--- config.mk ---
export PLATFORM = sky130hd
export DESIGN_NAME = contador_ms_bcd
export DESIGN_NICKNAME = d
export VERILOG_FILES = /design/src/rtl/contador_pkg.sv /design/src/rtl/bcd_digit.sv /design/src/rtl/contador_ms_bcd.sv
export SDC_FILE = /design/constraint.sdc
export NUM_CORES = 1
export LEC_CHECK = 0
export CAP_MARGIN = 20
export CORE_ASPECT_RATIO = 0.75
export CORE_MARGIN = 3
export CORE_UTILIZATION = 55
export CTS_BUF_LIST = sky130_fd_sc_hd__clkbuf_8
export DETAILED_ROUTE_END_ITERATION = 8
export DONT_BUFFER_PORTS = 1
export PLACE_DENSITY = 0.7
export SYNTH_ARGS = -nofsm -noshare
export SYNTH_HDL_FRONTEND = slang
export SYNTH_SLANG_ARGS = --single-unit
--- constraint.sdc ---
create_clock -name CLK -period 2.15 [get_ports CLK]
set_input_delay 0.215 -clock CLK [delete_from_list [all_inputs] [get_ports CLK]]
set_output_delay 0.215 -clock CLK [all_outputs]
set_load 0.1 [all_outputs]
--- src/rtl/contador_pkg.sv ---
// Shared types and constants for the BCD millisecond stopwatch.
package contador_pkg;

    typedef enum logic [1:0] {
        IDLE  = 2'd0,
        RUN   = 2'd1,
        PAUSE = 2'd2
    } state_t;

    localparam logic [3:0] BCD_MAX   = 4'd9;
    localparam logic [6:0] SEG_BLANK = 7'h7F;

    // Active-low {g,f,e,d,c,b,a} glyphs for BCD digits 0-9.
    function automatic logic [6:0] seg_decode(input logic [3:0] digit);
        logic [6:0] seg;
        case (digit)
            4'd0:    seg = 7'b1000000;
            4'd1:    seg = 7'b1111001;
            4'd2:    seg = 7'b0100100;
            4'd3:    seg = 7'b0110000;
            4'd4:    seg = 7'b0011001;
            4'd5:    seg = 7'b0010010;
            4'd6:    seg = 7'b0000010;
            4'd7:    seg = 7'b1111000;
            4'd8:    seg = 7'b0000000;
            4'd9:    seg = 7'b0010000;
            default: seg = SEG_BLANK;
        endcase
        return seg;
    endfunction

endpackage

--- src/rtl/bcd_digit.sv ---
// Single BCD decade: counts 0-9 on inc, ripples carry out combinationally.
module bcd_digit
    import contador_pkg::*;
(
    input  logic       CLK,
    input  logic       RST,
    input  logic       clr,
    input  logic       inc,
    output logic [3:0] q,
    output logic       carry
);

    always_ff @(posedge CLK) begin
        if (!RST) begin
            q <= '0;
        end else if (clr) begin
            q <= '0;
        end else if (inc) begin
            q <= (q == BCD_MAX) ? 4'd0 : q + 4'd1;
        end
    end

    assign carry = inc && (q == BCD_MAX);

endmodule

--- src/rtl/contador_ms_bcd.sv ---
// 4-digit BCD millisecond stopwatch with start/stop/clear FSM and
// multiplexed common-anode 7-segment drive.
module contador_ms_bcd
    import contador_pkg::*;
#(
    parameter bit WRAP    = 1'b1,
    parameter bit SCAN_EN = 1'b1
) (
    input  logic        CLK,
    input  logic        RST,
    input  logic        tick_ms,
    input  logic        tick_scan,
    input  logic        btn_ss,
    input  logic        btn_clr,
    output logic [15:0] count_bcd,
    output logic        running,
    output logic        ovf,
    output logic [3:0]  an,
    output logic [6:0]  seg
);

    state_t     state, state_next;
    logic       ss_q, clr_q;
    logic       ss_rise, clr_rise;
    logic       at_max, tick_run, inc0, ovf_set;
    logic [3:0] d0, d1, d2, d3;
    logic       c0, c1, c2, c3;
    logic [1:0] idx, idx_next;
    logic [3:0] sel_digit;

    assign ss_rise  = btn_ss  && !ss_q;
    assign clr_rise = btn_clr && !clr_q;

    always_ff @(posedge CLK) begin
        if (!RST) begin
            ss_q    <= 1'b0;
            clr_q   <= 1'b0;
            state   <= IDLE;
            running <= 1'b0;
        end else begin
            ss_q    <= btn_ss;
            clr_q   <= btn_clr;
            state   <= state_next;
            running <= (state_next == RUN);
        end
    end

    always_comb begin
        state_next = state;
        if (clr_rise) begin
            state_next = IDLE;
        end else if (ss_rise) begin
            case (state)
                IDLE:    state_next = RUN;
                RUN:     state_next = PAUSE;
                PAUSE:   state_next = RUN;
                default: state_next = IDLE;
            endcase
        end
    end

    // Counting keys off the registered state, so a start-edge tick is
    // dropped while a stop-edge tick is still counted.
    assign at_max   = (count_bcd == 16'h9999);
    assign tick_run = (state == RUN) && tick_ms && !clr_rise;
    assign inc0     = tick_run && (WRAP || !at_max);
    assign ovf_set  = WRAP ? c3 : (tick_run && at_max);

    bcd_digit u_d0 (.CLK(CLK), .RST(RST), .clr(clr_rise), .inc(inc0), .q(d0), .carry(c0));
    bcd_digit u_d1 (.CLK(CLK), .RST(RST), .clr(clr_rise), .inc(c0),   .q(d1), .carry(c1));
    bcd_digit u_d2 (.CLK(CLK), .RST(RST), .clr(clr_rise), .inc(c1),   .q(d2), .carry(c2));
    bcd_digit u_d3 (.CLK(CLK), .RST(RST), .clr(clr_rise), .inc(c2),   .q(d3), .carry(c3));

    assign count_bcd = {d3, d2, d1, d0};

    always_ff @(posedge CLK) begin
        if (!RST) begin
            ovf <= 1'b0;
        end else if (clr_rise) begin
            ovf <= 1'b0;
        end else if (ovf_set) begin
            ovf <= 1'b1;
        end
    end

    assign idx_next = SCAN_EN ? (tick_scan ? idx + 2'd1 : idx) : 2'd0;

    always_comb begin
        sel_digit = d0;
        case (idx_next)
            2'd0: sel_digit = d0;
            2'd1: sel_digit = d1;
            2'd2: sel_digit = d2;
            2'd3: sel_digit = d3;
            default: sel_digit = d0;
        endcase
    end

    // an and seg share one edge so the glyph never lags its anode.
    always_ff @(posedge CLK) begin
        if (!RST) begin
            idx <= 2'd0;
            an  <= 4'b1110;
            seg <= seg_decode(4'd0);
        end else begin
            idx <= idx_next;
            an  <= ~(4'b0001 << idx_next);
            seg <= seg_decode(sel_digit);
        end
    end

endmodule

Word-level counts from Yosys, hierarchy flattened
Memories as Yosys holds them, arrays and structs flattened. A register that Yosys moved wholly into a read port is not among the register bits.
Cells that the tools add are included.
- memories: 1
- bits in read-only memories: 112
- register bits after elaboration: 28
- logic and storage cells: 55
- memory list (name ; words ; bits a word ; read ports ; clocked after Yosys merged registers in ; wr ports ; line ; text):
    (name not given) ; 16 ; 7 ; 1 ; 1 ; 0 ; contador_pkg.sv:16 ; case (digit)
- multiplexer cells: 9
- bitwise logic cells: 2
- shift operators: 1
- equal/unequal tests: 10
- reduce and logical (&&, ||, !) cells: 16
- $add $sub $neg: 5
- operators by type and width (kind ; count):
    adder 4 x 1 -> 4 bit (second input constant) ; 4
    == test 4 bit (second input constant) ; 4
    2-to-1 mux 4 bit ; 4
    case mux 4 bit (4 select lines) ; 1
    logical AND 1 bit ; 8
    == test 2 x 1 -> 1 bit (second input constant) ; 3
    == test 2 bit (second input constant) ; 3
    2-to-1 mux 2 bit ; 3
    logical NOT 1 bit ; 4
    logical NOT 2 bit ; 2
    NOT 4 bit ; 1
    case mux 2 bit (2 select lines) ; 1
    OR reduction 2 bit ; 2
    left shift 1 x 2 -> 4 bit (first input constant) ; 1
    adder 2 x 1 -> 2 bit (second input constant) ; 1
    NOT 1 bit ; 1

Longest topological paths before layout
Gate-level depths: netlist of run 1.
- word-level depth: 8
- gate-level depth with buffers: 9
- depth with buffers taken out: 8

Cells and area by module
A second synthesis of run 1 with hierarchy kept.
- cells, all modules: 193
- area, all modules: 1769.2 µm²
- modules (own cells, without submodules) (module ; cells each ; instances ; sequential area each (µm²) ; area each (µm²)):
    contador_ms_bcd ; 109 ; 1 ; 380.4 ; 1018.5
    bcd_digit ; 21 ; 4 ; 80.1 ; 187.7

Least setup slack after synthesis of run 1
No wires, ideal clock.
- kind: register -> register
- from: reg u_d0.q[3]
- to: reg u_d3.q[3]
- required time: 2.034 ns
- library setup time: 0.116 ns
- path buffers: 0
- period minus slack after synthesis: 2.703 ns
- stages on the path, launching flop included: 6
- slack: -0.553 ns
- data arrival time: 2.587 ns
- cell sequence: dfxtp_1 -> or3b_4 -> nor4b_4 -> nand2_1 -> o311a_1 -> a31o_2
- word-level cells in the longest chain between the ends: 4
- RTL lines (element ; line ; text):
    from (decl) ; bcd_digit.sv:9 ; output logic [3:0] q,
    from (signal assigned) ; bcd_digit.sv:19 ; q <= (q == BCD_MAX) ? 4'd0 : q + 4'd1;
    == test 4 bit ; bcd_digit.sv:23 ; assign carry = inc && (q == BCD_MAX);
    logical AND 1 bit (3 in series) ; bcd_digit.sv:23 ;
    to (signal assigned) ; bcd_digit.sv:19 ;
    to (decl) ; bcd_digit.sv:9 ;
No other way between the ends.
A chain may end at the register's enable or synchronous reset.

Final worst setup path of run 1
- from: reg idx[0]
- to: reg seg[6]
- word-level cells in the longest chain between the ends: 4
- elaborated cells on any way between the ends: 7
- classes of those cells: add/sub: 1; eq/ne: 3; mux: 2; reduce/logical: 1
- RTL lines (element ; line ; text):
    from (decl) ; contador_ms_bcd.sv:28 ; logic [1:0] idx, idx_next;
    from (signal assigned) ; contador_ms_bcd.sv:106 ; idx <= idx_next;
    adder 2 x 1 -> 2 bit ; contador_ms_bcd.sv:86 ; assign idx_next = SCAN_EN ? (tick_scan ? idx + 2'd1 : idx) : 2'd0;
    2-to-1 mux 2 bit * ; contador_ms_bcd.sv:86 ;
    == test 2 bit (tied with other cells) ; contador_ms_bcd.sv:90 ; case (idx_next)
    case mux 4 bit (4 select lines) * ; contador_ms_bcd.sv:90 ;
    to (decl) ; contador_ms_bcd.sv:19 ; output logic [6:0] seg
Mark *: on every way between the ends. The rest lies on a longest branch, timed or not.

==> run metrics, run 1 <==
PD cells=829 mW/mm^2; crit-path cells=and3_1 -> nor2_1 -> o221ai_1 -> inv_1 -> ha_1 -> mux2i_1 -> a31oi_1; # DRC=0; slowest cell on the critical path=dfxtp_1; post-synthesis cell type count=38; most frequent cells in the layout=buf_4, dfxtp_1, nor2_1; CP max FO=6; post-synthesis compound-gate area fraction=14.5%; fin nets=231; layout cells sized above 1=23.5%; core area=0.00274 mm^2; setup slack at placement=0.174 ns; post-synthesis simple-gate area fraction=25.4%; Fin. Hold Viols=0; top-area cell type share of the netlist area=41.9%; Post-Synth Adder-Cell Area=3.74%; initial core utilization=60.9%; die area=0.00374 mm^2; XOR/XNOR Fraction of Synth Area=5.24%; Final WS setup=0.242 ns; main combinational cell family by area after synthesis=simple AND/OR/NAND/NOR gates; routed len/inst=14.3 um; routed vias=1427; total iterations of the first detailed-routing run=4; Seq pwr share=41.3%; endpoint class of the critical path=register; FF/Latch Area=711 um^2; Syn Std Cell Area=0.00167 mm^2; #FFs+latches synth=35; min Tclk post-route=1.91 ns; post-synthesis async set-or-reset flop share=0%; NetSw=0.605 mW; Setup CP Type=reg2reg; Hold WS=0.00581 ns; CTS HTree Levels=2; leakage power=0.880 nW; CTS Buffer Depth=2; Final Cycle Share=88.8%; CP bufs+invs=1; Seq/Total Area, Yosys=41.9%; row count=16; global route overflow=0; total negative setup slack=0 ns; ANT nets after route=0; Clock Sinks=35; most common cell after layout, fill and taps aside=buf_4; Critical Path RT=2.32 ns; Syn. warnings=0; worst skew pair latency=0.29 ns; CTS Root Cell=clkbuf_8; Post-Syn Nets=197; Hold Crit Class=in2reg; post-placement cell count=249; chip width=69.7 um; largest net degree at the start of global routing=18; top_reg_cell synth=dfxtp_1; Switching Fraction=35.6%; f_max=0.524 GHz; Post-synth EDFFs=0; Global Route Usage Sum=21.6%; Die Ht=53.7 um; clock share of power=30.7%; Post-Synthesis Cells=186; vias in the first global route=1342; IO Pins=35; CTS tree=built; Routed Wire Length=3670 um; Final Slew Violations=0; dominant cell type by area after synthesis=dfxtp_1; Antenna diodes=0; Mean Syn Cell Area=8.99 um^2; initial drt markers=49; initial antenna violation count=0; cts bufs inserted=5; Critical Path Start Type=register; Syn-to-layout area delta=22.7%; Fin Clk Skew=0.00646 ns; RSZ-0062 raised after global routing=no; Worst Tran Pin Value=0.624 ns; first-pass GRT wire length=6250 um; Vias per Instance=5.55; WP data arrival=2.08 ns; Port Buffers=0; Worst-path clk slew=0.07 ns; fillcell total=193; gpl congestion=0.815; status=completed; crit-path max cell delay=0.42 ns; fin cells=257; post-synthesis mux area share=5.99%; endpoints failing setup=0; Top delay family on crit path=compound AO/OA/AOI/OAI gates; area of the multi-input gates=921 um^2; Combinational Power Share=28.0%; largest cells by area after synthesis=dfxtp_1, mux2i_1, ha_1; VDD IR max=0.560 mV; Worst slew margin=58.4%; internal power=1.10 mW; detailed placer's ending HPWL=2710 um; max-cap violations=0
==> worst reg2reg max path: stages (launching register included) <==
cell	delay (ns)
dfxtp_1	0.42
and3_1	0.20
nor2_1	0.10
o221ai_1	0.41
inv_1	0.15
ha_1	0.25
mux2i_1	0.17
a31oi_1	0.10
==> routing by layer <==
layer	global-route usage, %	wire [um]
met5	0	0
met1	26.9	1650
met2	33.9	1640
met4	8.60	44
met3	9.14	332
==> stage by stage <==
step	utilization, %	instance area [um^2]	power, mW
after floorplan	-	1680	1.10
after global placement	71.0	1950	1.18
after detailed placement	71.0	1950	1.19
after CTS	74.6	2050	1.70
after global routing	74.8	2050	1.77
final	74.8	2050	1.70
==> logic make-up (layout without fill, tap and decap cells) <==
kind of cell / after synthesis / after routing
simple gates: 76 / 76
xor+xnor: 10 / 10
mux: 10 / 10
fa+ha+maj: 5 / 5
flops: 35 / 35
buf+inv: 14 / 49
compound gates: 36 / 36
==> power by group through the flow <==
stage / combinational, mW / sequential, mW / clock (mW)
3_3_place_gp: 0.468 / 0.715 / 0
4_1_cts: 0.475 / 0.703 / 0.527
3_5_place_dp: 0.474 / 0.717 / 0
2_1_floorplan: 0.152 / 0.952 / 0
5_1_grt: 0.502 / 0.707 / 0.561
6_report: 0.475 / 0.702 / 0.522
==> sequential cells by signal, indices dropped and copies added, names as in the netlist <==
register,cells
ovf,1
u_d2.q,4
state,2
ss_q,1
u_d3.q,4
running,1
idx,2
clr_q,1
u_d1.q,4
seg,7
u_d0.q,4
an,4
==> final timing paths <==
check                    startpoint           endpoint  slack [ns]  cells past startpoint
hold reg to reg    ovf$_SDFFE_PP0P_   ovf$_SDFFE_PP0P_        0.47                      1
setup / recovery  idx[0]$_SDFF_PN0_  seg[6]$_SDFF_PN1_        0.24                      7
hold / removal                  RST   an[2]$_SDFF_PN1_       0.006                      1
setup reg to reg  idx[0]$_SDFF_PN0_  seg[6]$_SDFF_PN1_        0.24                      7
==> synthesized netlist by cell type, drive strengths merged (2+ instances only) <==
| cell type | count |
|---|---|
| dfxtp | 35 |
| nor2 | 16 |
| nand2 | 14 |
| a21oi | 12 |
| mux2i | 10 |
| nor2b | 10 |
| inv | 9 |
| and2 | 6 |
| ha | 5 |
| nand2b | 5 |
| o21ai | 5 |
| xnor2 | 5 |
| xor2 | 5 |
| clkbuf | 4 |
| nand4 | 4 |
| o21a | 4 |
| or3 | 4 |
| a31oi | 3 |
| and3 | 3 |
| nand3 | 3 |
| nor3b | 3 |
| o221ai | 3 |
| nor3 | 2 |
| o221a | 2 |
==> final cells by class <==
type / instances / area share (%)
Clock buffer: 7 / 4.70
Clock inverter: 1 / 0.183
Inverter: 9 / 1.65
Multi-Input combinational cell: 137 / 44.9
Sequential cell: 35 / 34.7
Tap cell: 36 / 2.20
Timing Repair Buffer: 32 / 11.7
==> timing repair <==
action,4_1_cts,5_1_grt
buffers inserted,0,0
resized for setup,0,1
hold buffers,0,0
setup endpoints to repair,0,1
No activity file was read; power rests on OpenSTA's default activity.
==> run 2: changes to the inputs <==
==> constraint.sdc (replaced) <==
create_clock -name CLK -period 2.1 [get_ports CLK]
set_input_delay 0.21 -clock CLK [delete_from_list [all_inputs] [get_ports CLK]]
set_output_delay 0.21 -clock CLK [all_outputs]
set_load 0.1 [all_outputs]
==> run 2 against run 1 <==
Against the previous run:
- via count rose by 2.3%
- final area rose by 1.6%
- wire length rose by 7.0%
- register-to-register slack got worse by 0.10 ns
- utilization rose by 1.2 points
- die area did not move
- critical path depth did not move
- count of clock-buffer cells in the layout fell by 1
- setup slack got worse by 0.10 ns
- sequential share of layout area fell by 0.38 points
- final cell count rose by 0.78%
- critical endpoint is now seg[0]$_SDFF_PN0_
==> run metrics, run 2 (synthesized netlist as in run 1, its figures left out) <==
status=completed; Final Slew Violations=0 (unchanged); layout cells sized above 1=25.6% (+2.0 points); endpoint class of the critical path=register; fin nets=233 (+0.87%); PD cells=828 mW/mm^2 (-0.15%); Reg with most FFs=seg; Hold Crit Class=in2reg; core area=0.00274 mm^2 (unchanged); leakage power=0.891 nW (+1.3%); detailed placer's ending HPWL=2830 um (+4.3%); row count=16 (unchanged); VDD IR max=0.491 mV (-12%); crit path capture=seg[0]$_SDFF_PN0_; Worst-path clk slew=0.07 ns (about the same); Clock Sinks=35 (unchanged); Worst slew margin=53.7% (-4.7 points); cts bufs inserted=5 (unchanged); largest net degree at the start of global routing=18 (unchanged); CP max FO=6 (unchanged); IO Pins=35 (unchanged); routed vias=1460 (+2.3%); die area=0.00374 mm^2 (unchanged); Port Buffers=0 (unchanged); Die Ht=53.7 um (unchanged); post-placement cell count=250 (+0.40%); WP data arrival=2.09 ns (about the same); max reg flops=7 (unchanged); CTS Buffer Depth=2 (unchanged); Antenna diodes=0 (unchanged); Fin. Hold Viols=0 (unchanged); Fin Clk Skew=0.00580 ns (-0.000662 ns); Routed Wire Length=3920 um (+7.0%); initial core utilization=60.9% (unchanged); CTS tree=built; Critical Path RT=2.23 ns (-0.09 ns); global route overflow=0 (unchanged); gpl congestion=0.829 (+1.7%); Syn-to-layout area delta=24.7%; Critical Path Start Type=register; Setup CP Type=reg2reg; max-cap violations=0 (unchanged); fin cells=259 (+0.78%); # DRC=0 (unchanged); CTS Root Cell=clkbuf_8; Vias per Instance=5.64 (+1.5%); ANT nets after route=0 (unchanged); chip width=69.7 um (unchanged); vias in the first global route=1334 (-0.60%); Final Cycle Share=93.3% (+4.6 points); Global Route Usage Sum=21.6% (-0.032 points); crit path from=idx[1]$_SDFF_PN0_; worst skew pair latency=0.29 ns (about the same); f_max=0.510 GHz (-2.6%); most frequent cells in the layout=buf_4, dfxtp_1, nor2_1; min Tclk post-route=1.96 ns (+0.0512 ns); initial drt markers=116 (+140%); worst r2r dst=seg[0]$_SDFF_PN0_; worst r2r src=idx[1]$_SDFF_PN0_; total iterations of the first detailed-routing run=4 (unchanged); first-pass GRT wire length=6120 um (-2.1%); postcts setup bufs=0 (unchanged); endpoints failing setup=0 (unchanged); routed len/inst=15.1 um (+6.2%); Core Util, Final=76.0% (+1.2 points); Worst Tran Pin Value=0.694 ns (+0.0706 ns); most common cell after layout, fill and taps aside=buf_4; initial antenna violation count=0 (unchanged); CTS HTree Levels=2 (unchanged); internal reg-to-reg setup slack=0.14 ns (-0.10 ns); worst reg-to-reg path cell count=7 (unchanged)
## run 2: cell count changes in the layout (fill, tap and decap cells not counted), sizes merged
cell and change:
clkbuf -1, buf +1, clkinv +1, dlygate4sd3 +1
## run 2: power by group
| group | switching, mW | internal, mW | total (mW) |
|---|---|---|---|
| sequential | 0.0159 | 0.702 | 0.718 |
| clock | 0.238 | 0.260 | 0.498 |
| combinational | 0.381 | 0.129 | 0.510 |
## run 2: layer usage
metal  GRT usage, %  share of wire, %  up-vias
li1               -                 -      724
met1           25.2                45      671
met2           35.6                45       57
met3           8.21               8.6        8
met4           11.1               1.2        0
met5              0                 0        -
## run 2: final cells by class
cell class / count / area (um^2)
sequential: 35 / 714
clock inverter: 2 / 8.76
multi-input combinational: 137 / 942
inverter: 9 / 33.8
fill: 191 / 658
timing repair buffer: 34 / 258
clock buffer: 6 / 82.6
tap: 36 / 45.0
## run 2: worst max-delay path, stage by stage, from the launching register on
cell and delay [ns]:
dfxtp_1 0.42, and3b_1 0.24, a21oi_4 0.21, o221a_2 0.30, inv_1 0.12, ha_1 0.22, mux2i_1 0.18, a21oi_1 0.12
## run 2: repair_timing
action	4_1_cts	5_1_grt
resized for setup	0	5
endpoints found under the setup margin	0	7
hold endpoints to repair	1	0
hold buffers	1	0
## run 2: how the worst min path moves through the flow
stage / startpoint / endpoint / slack, ns / depth (start not counted)
after global routing: RST / seg[6]$_SDFF_PN1_ / 0.02 / 1
after CTS: RST / seg[6]$_SDFF_PN1_ / 0.02 / 1
final: RST / seg[6]$_SDFF_PN1_ / 0.02 / 1
after floorplan: btn_clr / clr_q$_SDFF_PN0_ / 0.33 / 1
after global placement: RST / an[2]$_SDFF_PN1_ / 0.30 / 1
after detailed placement: RST / an[2]$_SDFF_PN1_ / 0.30 / 1
## run 2: stage by stage
step | worst slack (ns) | cell area, um^2 | power, mW | hold WS, ns | setup TNS (ns)
final | 0.140 | 2080 | 1.73 | 0.0212 | 0
after global routing | -0.00114 | 2080 | 1.79 | 0.0222 | -0.00114
after detailed placement | 0.0550 | 1960 | 1.22 | 0.296 | 0
after global placement | 0.212 | 1960 | 1.21 | 0.296 | 0
after CTS | 0.0157 | 2060 | 1.72 | 0.0152 | 0
after floorplan | -0.108 | 1690 | 1.13 | 0.332 | -0.209
